File: src/rtl/stopwatch_pkg.sv
// stopwatch_pkg
// Shared definitions for the stopwatch lap/mode controller:
//   - state_t      : controller state encoding (3-bit)
//   - LAP_W        : lap record width, packed {mm[7:0], ss[7:0], ms[3:0]} in BCD
//   - MS/SS/MM_LSB : field offsets inside a lap record
//   - SRC_*        : disp_src codes (live / split / recall)
//   - pack_lap()   : builds a lap record from the three BCD fields
package stopwatch_pkg;

  localparam int LAP_W  = 20;

  localparam int MS_LSB = 0;
  localparam int SS_LSB = 4;
  localparam int MM_LSB = 12;

  typedef enum logic [2:0] {
    ST_IDLE   = 3'd0,
    ST_RUN    = 3'd1,
    ST_SPLIT  = 3'd2,
    ST_HALT   = 3'd3,
    ST_RECALL = 3'd4
  } state_t;

  localparam logic [1:0] SRC_LIVE   = 2'd0;
  localparam logic [1:0] SRC_SPLIT  = 2'd1;
  localparam logic [1:0] SRC_RECALL = 2'd2;

  function automatic logic [LAP_W-1:0] pack_lap(input logic [7:0] mm,
                                                input logic [7:0] ss,
                                                input logic [3:0] ms);
    return {mm, ss, ms};
  endfunction

endpackage

File: src/rtl/stopwatch_lap_ctrl_if.sv
// stopwatch_lap_ctrl_if
// Bundles the controller's button inputs, live time inputs and all of its
// counter-control / display outputs.
//   master : the environment side (drives buttons and live time)
//   slave  : the controller side (drives clear/count/stop, display, lap status)
// Parameter LAPS sizes lap_cnt ($clog2(LAPS+1)) and lap_idx ($clog2(LAPS)).
interface stopwatch_lap_ctrl_if #(
  parameter int LAPS = 4
);
  localparam int CNT_W = $clog2(LAPS + 1);
  localparam int IDX_W = (LAPS > 1) ? $clog2(LAPS) : 1;

  logic             btn_ss;
  logic             btn_lap;
  logic [7:0]       q_mm;
  logic [7:0]       q_ss;
  logic [3:0]       q_ms;
  logic             clear;
  logic             count;
  logic             stop;
  logic [7:0]       disp_mm;
  logic [7:0]       disp_ss;
  logic [3:0]       disp_ms;
  logic [1:0]       disp_src;
  logic [CNT_W-1:0] lap_cnt;
  logic [IDX_W-1:0] lap_idx;
  logic             lap_full;

  modport master (
    output btn_ss, btn_lap, q_mm, q_ss, q_ms,
    input  clear, count, stop, disp_mm, disp_ss, disp_ms,
           disp_src, lap_cnt, lap_idx, lap_full
  );

  modport slave (
    input  btn_ss, btn_lap, q_mm, q_ss, q_ms,
    output clear, count, stop, disp_mm, disp_ss, disp_ms,
           disp_src, lap_cnt, lap_idx, lap_full
  );

endinterface

File: src/rtl/lap_store.sv
// lap_store
// LAPS x LAP_W register file holding captured lap times.
//   clk   : clock
//   we    : write enable, write happens on the rising edge
//   waddr : write address
//   wdata : lap record to write
//   raddr : read address (asynchronous read)
//   rdata : lap record at raddr
// Contents have no reset; the controller never reads a slot it has not written.
module lap_store #(
  parameter int LAPS  = 4,
  parameter int LAP_W = 20,
  parameter int AW    = 2
) (
  input  logic             clk,
  input  logic             we,
  input  logic [AW-1:0]    waddr,
  input  logic [LAP_W-1:0] wdata,
  input  logic [AW-1:0]    raddr,
  output logic [LAP_W-1:0] rdata
);

  logic [LAP_W-1:0] mem [LAPS];

  always_ff @(posedge clk) begin
    if (we) mem[waddr] <= wdata;
  end

  assign rdata = mem[raddr];

endmodule

File: src/rtl/stopwatch_lap_ctrl.sv
// stopwatch_lap_ctrl
// Two-button stopwatch mode controller (start/stop + lap/reset).
//   clk, reset_n : system clock, asynchronous active-low reset
//   bus.btn_ss   : start/stop press pulse
//   bus.btn_lap  : lap/reset press pulse
//   bus.q_*      : live BCD time from the counter
//   bus.clear    : one-cycle counter clear (also held during reset)
//   bus.count    : counter enable, bus.stop = ~count
//   bus.disp_*   : time shown on the display, bus.disp_src selects its origin
//   bus.lap_cnt / lap_idx / lap_full : lap store status and recall pointer
module stopwatch_lap_ctrl #(
  parameter int LAPS  = 4,
  parameter int LAP_W = stopwatch_pkg::LAP_W
) (
  input  logic                 clk,
  input  logic                 reset_n,
  stopwatch_lap_ctrl_if.slave  bus
);
  import stopwatch_pkg::*;

  localparam int CNT_W = $clog2(LAPS + 1);
  localparam int IDX_W = (LAPS > 1) ? $clog2(LAPS) : 1;

  state_t           state, state_nxt;
  logic [CNT_W-1:0] lap_cnt, lap_cnt_nxt;
  logic [IDX_W-1:0] lap_idx, lap_idx_nxt;
  logic [LAP_W-1:0] split_q, split_nxt;
  logic [LAP_W-1:0] disp_q, disp_nxt;
  logic [LAP_W-1:0] live, rdata;
  logic [1:0]       src_q, src_nxt;
  logic             clear_q, clear_nxt;
  logic             count_q, full_q;
  logic             we;
  logic             ss_press, lap_press;

  // Start/stop wins over lap when both arrive in the same cycle.
  assign ss_press  = bus.btn_ss;
  assign lap_press = bus.btn_lap & ~bus.btn_ss;
  assign live      = pack_lap(bus.q_mm, bus.q_ss, bus.q_ms);

  // The store is written only on a RUN capture with free space; the read port
  // follows the next recall index so the display shows the lap on the same
  // edge that selects it.
  lap_store #(
    .LAPS  (LAPS),
    .LAP_W (LAP_W),
    .AW    (IDX_W)
  ) u_store (
    .clk   (clk),
    .we    (we),
    .waddr (lap_cnt[IDX_W-1:0]),
    .wdata (live),
    .raddr (lap_idx_nxt),
    .rdata (rdata)
  );

  // Next-state and next-output decode; every output register below loads the
  // value derived here so all outputs change on the edge that sees the press.
  always_comb begin
    state_nxt   = state;
    lap_cnt_nxt = lap_cnt;
    lap_idx_nxt = lap_idx;
    split_nxt   = split_q;
    clear_nxt   = 1'b0;
    we          = 1'b0;
    case (state)
      ST_IDLE: begin
        if (ss_press)       state_nxt = ST_RUN;
        else if (lap_press) clear_nxt = 1'b1;
      end
      ST_RUN: begin
        if (ss_press) state_nxt = ST_HALT;
        else if (lap_press) begin
          state_nxt = ST_SPLIT;
          split_nxt = live;
          if (lap_cnt < CNT_W'(LAPS)) begin
            we          = 1'b1;
            lap_cnt_nxt = lap_cnt + CNT_W'(1);
          end
        end
      end
      ST_SPLIT: begin
        if (ss_press)       state_nxt = ST_HALT;
        else if (lap_press) state_nxt = ST_RUN;
      end
      ST_HALT: begin
        if (ss_press) state_nxt = ST_RUN;
        else if (lap_press) begin
          if (lap_cnt != '0) begin
            state_nxt   = ST_RECALL;
            lap_idx_nxt = '0;
          end else begin
            state_nxt = ST_IDLE;
            clear_nxt = 1'b1;
          end
        end
      end
      ST_RECALL: begin
        if (ss_press) state_nxt = ST_HALT;
        else if (lap_press) begin
          if (CNT_W'(lap_idx) + CNT_W'(1) < lap_cnt) begin
            lap_idx_nxt = lap_idx + IDX_W'(1);
          end else begin
            state_nxt   = ST_IDLE;
            clear_nxt   = 1'b1;
            lap_cnt_nxt = '0;
            lap_idx_nxt = '0;
          end
        end
      end
      default: begin
        state_nxt = ST_IDLE;
        clear_nxt = 1'b1;
      end
    endcase

    case (state_nxt)
      ST_SPLIT: begin
        src_nxt  = SRC_SPLIT;
        disp_nxt = split_nxt;
      end
      ST_RECALL: begin
        src_nxt  = SRC_RECALL;
        disp_nxt = rdata;
      end
      default: begin
        src_nxt  = SRC_LIVE;
        disp_nxt = live;
      end
    endcase
  end

  // Controller state and registered outputs. clear is held high in reset
  // because the counter itself has no reset input.
  always_ff @(posedge clk or negedge reset_n) begin
    if (!reset_n) begin
      state   <= ST_IDLE;
      clear_q <= 1'b1;
      count_q <= 1'b0;
      src_q   <= SRC_LIVE;
      disp_q  <= '0;
      lap_cnt <= '0;
      lap_idx <= '0;
      full_q  <= 1'b0;
      split_q <= '0;
    end else begin
      state   <= state_nxt;
      clear_q <= clear_nxt;
      count_q <= (state_nxt == ST_RUN) || (state_nxt == ST_SPLIT);
      src_q   <= src_nxt;
      disp_q  <= disp_nxt;
      lap_cnt <= lap_cnt_nxt;
      lap_idx <= lap_idx_nxt;
      full_q  <= (lap_cnt_nxt == CNT_W'(LAPS));
      split_q <= split_nxt;
    end
  end

  assign bus.clear    = clear_q;
  assign bus.count    = count_q;
  assign bus.stop     = ~count_q;
  assign bus.disp_mm  = disp_q[MM_LSB +: 8];
  assign bus.disp_ss  = disp_q[SS_LSB +: 8];
  assign bus.disp_ms  = disp_q[MS_LSB +: 4];
  assign bus.disp_src = src_q;
  assign bus.lap_cnt  = lap_cnt;
  assign bus.lap_idx  = lap_idx;
  assign bus.lap_full = full_q;

endmodule

File: src/flat_wrapper.sv
// flat-port wrapper written by rule: the top's interface ports become plain ports
module stopwatch_lap_ctrl_flat import stopwatch_pkg::*;
#(
  parameter int LAPS  = 4,
  parameter int LAP_W = stopwatch_pkg::LAP_W
)
  (clk, reset_n, bus_btn_ss, bus_btn_lap, bus_q_mm, bus_q_ss, bus_q_ms, bus_clear, bus_count, bus_stop, bus_disp_mm, bus_disp_ss, bus_disp_ms, bus_disp_src, bus_lap_cnt, bus_lap_idx, bus_lap_full);
  stopwatch_lap_ctrl_if #(.LAPS(LAPS)) bus_i ();
  input  logic clk;
  input  logic reset_n;
  input wire logic [$bits(bus_i.btn_ss)-1:0] bus_btn_ss;
  input wire logic [$bits(bus_i.btn_lap)-1:0] bus_btn_lap;
  input wire logic [$bits(bus_i.q_mm)-1:0] bus_q_mm;
  input wire logic [$bits(bus_i.q_ss)-1:0] bus_q_ss;
  input wire logic [$bits(bus_i.q_ms)-1:0] bus_q_ms;
  output wire logic [$bits(bus_i.clear)-1:0] bus_clear;
  output wire logic [$bits(bus_i.count)-1:0] bus_count;
  output wire logic [$bits(bus_i.stop)-1:0] bus_stop;
  output wire logic [$bits(bus_i.disp_mm)-1:0] bus_disp_mm;
  output wire logic [$bits(bus_i.disp_ss)-1:0] bus_disp_ss;
  output wire logic [$bits(bus_i.disp_ms)-1:0] bus_disp_ms;
  output wire logic [$bits(bus_i.disp_src)-1:0] bus_disp_src;
  output wire logic [$bits(bus_i.lap_cnt)-1:0] bus_lap_cnt;
  output wire logic [$bits(bus_i.lap_idx)-1:0] bus_lap_idx;
  output wire logic [$bits(bus_i.lap_full)-1:0] bus_lap_full;
  assign bus_i.btn_ss = bus_btn_ss;
  assign bus_i.btn_lap = bus_btn_lap;
  assign bus_i.q_mm = bus_q_mm;
  assign bus_i.q_ss = bus_q_ss;
  assign bus_i.q_ms = bus_q_ms;
  assign bus_clear = bus_i.clear;
  assign bus_count = bus_i.count;
  assign bus_stop = bus_i.stop;
  assign bus_disp_mm = bus_i.disp_mm;
  assign bus_disp_ss = bus_i.disp_ss;
  assign bus_disp_ms = bus_i.disp_ms;
  assign bus_disp_src = bus_i.disp_src;
  assign bus_lap_cnt = bus_i.lap_cnt;
  assign bus_lap_idx = bus_i.lap_idx;
  assign bus_lap_full = bus_i.lap_full;
  stopwatch_lap_ctrl #(.LAPS(LAPS), .LAP_W(LAP_W)) u_core (.clk(clk), .reset_n(reset_n), .bus(bus_i));
endmodule
File: config.mk
export PLATFORM = sky130hd
export DESIGN_NAME = stopwatch_lap_ctrl_flat
export DESIGN_NICKNAME = d
export VERILOG_FILES = /design/src/rtl/stopwatch_pkg.sv /design/src/rtl/stopwatch_lap_ctrl_if.sv /design/src/rtl/lap_store.sv /design/src/rtl/stopwatch_lap_ctrl.sv /design/src/flat_wrapper.sv
export SDC_FILE = /design/constraint.sdc
export NUM_CORES = 1
export LEC_CHECK = 0
export BUFFER_PORTS_ARGS = -buffer_cell sky130_fd_sc_hd__buf_2
export CORE_MARGIN = 8
export CORE_UTILIZATION = 56
export DETAILED_ROUTE_END_ITERATION = 12
export PLACE_DENSITY = 0.72
export SYNTH_ARGS = -nofsm -noshare
export SYNTH_HDL_FRONTEND = slang
export SYNTH_SLANG_ARGS = --single-unit
export TNS_END_PERCENT = 1
File: constraint.sdc
create_clock -name clk -period 6.22 [get_ports clk]
set_input_delay 1.244 -clock clk [delete_from_list [all_inputs] [get_ports clk]]
set_output_delay 1.244 -clock clk [all_outputs]
set_load 0.05 [all_outputs]
==> impl_results.md <==
- Met1 wire length: between 5 and 6 mm
- Most frequent cells in the layout: edfxtp_1, buf_2, dfrtp_1
- Maximum fanout along the worst path: 42
- Largest area contributor in the netlist: edfxtp_1
- Via/cell ratio: between 6 and 7
- Syn avg cell area: about 13 um2
- Synth Area in Compound Gates: ~14%
- Routed Antenna Nets: 0
- Flops & latches, synth: 133
- Min-delay worst type: register to register
- Post-synthesis adder-cell area fraction: approximately 1.5%
- Seq/Total Area, Yosys: between 60 and 70%
- WL/cell: ~22 um
- Max-cap violations: 0
- Post-placement cell area: around 6000 um2
- Period utilisation layout: a little under three fifths
- Cells after synthesis: roughly 420
- Antenna fix cells: 0
- Non-Filler Instances: 612
- Synth Area in XOR/XNOR: 0.154%
- Worst-case clock buffer depth: 2
- Crit-path leading delay family: simple AND/OR/NAND/NOR gates
- Sum Neg Setup Slack: 0 ns
- First-pass GRT wire length: around 21 mm
- Area share of the largest cell type after synthesis: a little over two fifths
- Largest family of logic cells by synthesized area: compound AO/OA/AOI/OAI gates
- Worst Hold Slack: 0.486 ns
- Die Y: roughly 120 um
- Multiplexer share of the synthesized area: roughly 4.0%
- Top Metal Used: met4
- RSZ-0062 raised after global routing: false
- Clk_skew: ~0.0046 ns
- Routed length on met3: around 860 um
- Synth-to-Final Area Change: 15.8%
- Initial core utilization: between 50% and 60%
- Type of destination of the critical path: register
- GR Overflow Total: 0
- WL met2: 6.70 mm
- Slowest-stage cell, CP: nand2_1
- Nets: 497
- Yosys cell types: between 50 and 60
- Gr usage total: around 21%
- Die width: ~120 um
- Antenna violations before repair: 0
- DIE AREA: ~14000 um2
- Max_slew headroom: between 10% and 20%
- Top cells by area, synth: edfxtp_1, dfrtp_1, mux2_1
- Placed cells: 580
- Post-Syn Area: approximately 5700 um2
- Root Driver: clkbuf_8
- Synth Area in Simple Gates: 11.1%
- Crit path buffers/inverters: 2
- 1st-pass router iterations: 5
- Dpl hpwl: between 7 and 8 mm
- Post-layout min period: about 3.5 ns
- CTS tree: built
- R2R Setup Slk: 2.99 ns
- Worst EP arrival: 3.93 ns
- Vias: between 3000 and 4000
- Fmax: between 200 and 300 MHz
- Clock sink count: 133
- Post-route DRC: 0
- Crit Path Category: input port to register
- Post-Route WL: 13.2 mm
- RD Place Congestion: 0.839
- # port buffers: 54
- Final-report max-slew violation count: 0
- Post-CTS setup repair buffer count: 0
- Critical Path Most Common Cell: nand2_1
- Rows: 36
- WP data required: between 6 and 7 ns
- Cell Pwr Density: between 400 and 500 nW/um2
- CTS H-tree lvls: 4
- Clock transition at path regs: about 0.060 ns
- CTS Hold Bufs: 0
- Slew @ Worst Pin: ~1.2 ns
- I/O pin count: 55
- Worst-skew pair later-pin latency: ~0.52 ns
- Final setup viols: 0
- Worst stage delay on the critical path: 0.66 ns
- Post-cts resize count: 0
- Final instance area: 6560 um2
- Leakage: about 2.6 nW
- Largest net degree at the start of global routing: 54
- Initial DRC count: 449
- Maximum vdd drop: about 0.00026 V
- Cell Chain, Critical Path: buf_2, nor2b_1, nand2_1, o311ai_4, buf_4, nand2_1, a31oi_1, nand3_1
- Status: finished, final reports clean
- Crit start category: input port
- CTS Buf Count: 17
- Layout cells sized above 1: approximately a fifth
- Async S/R FF share, synth: between 30% and 40%
- Number of global-route vias before repair: slightly above 4000
- Endpoints failing hold: 0
- Syn nets: 453
- YS warnings: 0
- Most used DFF post-synth: edfxtp_1
- Core ar.: around 10000 um2
- EDFF count, synth: 80
- Commonest non-fill, non-tap cell in the layout: edfxtp_1
==> stage by stage <==
step                setup slack, ns  total power [W]  util [%]
global route                   2.54          0.00281      66.8
global placement               2.35          0.00175      61.1
CTS                            2.76          0.00271      66.8
detailed placement             2.24          0.00177      61.1
finish                         2.69          0.00270      66.8
floorplan                      3.40          0.00159         -
==> path summary, 6_finish.rpt <==
path | start | endpoint | cells past startpoint
max | bus_btn_ss | u_core.disp_q[14]$_DFF_PN0_ | 8
min | u_core.u_store.mem[3][11]$_DFFE_PP_ | u_core.disp_q[11]$_DFF_PN0_ | 2
max reg2reg | u_core.bus.lap_idx[0]$_DFF_PN0_ | u_core.disp_q[14]$_DFF_PN0_ | 9
min reg2reg | u_core.u_store.mem[3][11]$_DFFE_PP_ | u_core.disp_q[11]$_DFF_PN0_ | 2
max in group asynchronous | reset_n | u_core.split_q[17]$_DFF_PN0_ | 2
min in group asynchronous | reset_n | u_core.bus.lap_cnt[0]$_DFF_PN0_ | 2
==> registers in the layout, summed over array words and instances, names as in the netlist <==
name,flops
u_core.bus.clear,1
u_core.disp_q,20
u_core.bus.disp_src,2
u_core.bus.lap_cnt,3
u_core.bus.lap_full,1
u_core.bus.lap_idx,2
u_core.split_q,20
u_core.bus.count,1
u_core.u_store.mem,80
u_core.state,3
==> Yosys cell counts, types with 6 or more instances <==
cell	n
a211o_1	20
a21oi_1	6
a22oi_1	17
a31oi_1	23
and4_1	20
clkbuf_1	24
dfrtp_1	52
edfxtp_1	80
ha_1	7
inv_1	7
mux2_1	20
nand2_1	13
nand3_1	38
nor2_1	10
nor3_1	6
o21ai_0	23
==> layer usage <==
metal,GRT usage (%),vias to the layer above
met5,0,-
met4,10.5,0
met3,4.55,23
met2,33.9,152
met1,25.1,2000
li1,-,1750
==> final cells by class <==
type | instances | area, um2
clock inverter | 13 | 134
tap | 133 | 166
timing repair buffer | 59 | 308
multi-input combinational | 247 | 1760
fill | 741 | 3260
clock buffer | 19 | 432
inverter | 8 | 30.0
sequential | 133 | 3730
==> report_power, final <==
group / switching (W) / internal [W]
logic: 0.000412 / 0.000167
registers: 0.0000939 / 0.00109
clock network: 0.000366 / 0.000577
total: 0.000872 / 0.00183
==> logic make-up after synthesis <==
| group | count (synthesis) |
|---|---|
| adder cells (fa/ha/maj) | 7 |
| AO/OA/AOI/OAI | 111 |
| flip-flops | 133 |
| XOR/XNOR | 1 |
| buffers and inverters | 42 |
| multiplexers | 20 |
| AND/OR/NAND/NOR | 108 |
==> worst min-delay path: stages, from the launching register on <==
cell and delay, ns:
edfxtp_1 0.32, a31oi_1 0.07, nand3_1 0.07
(Power assumes the default switching activity.)
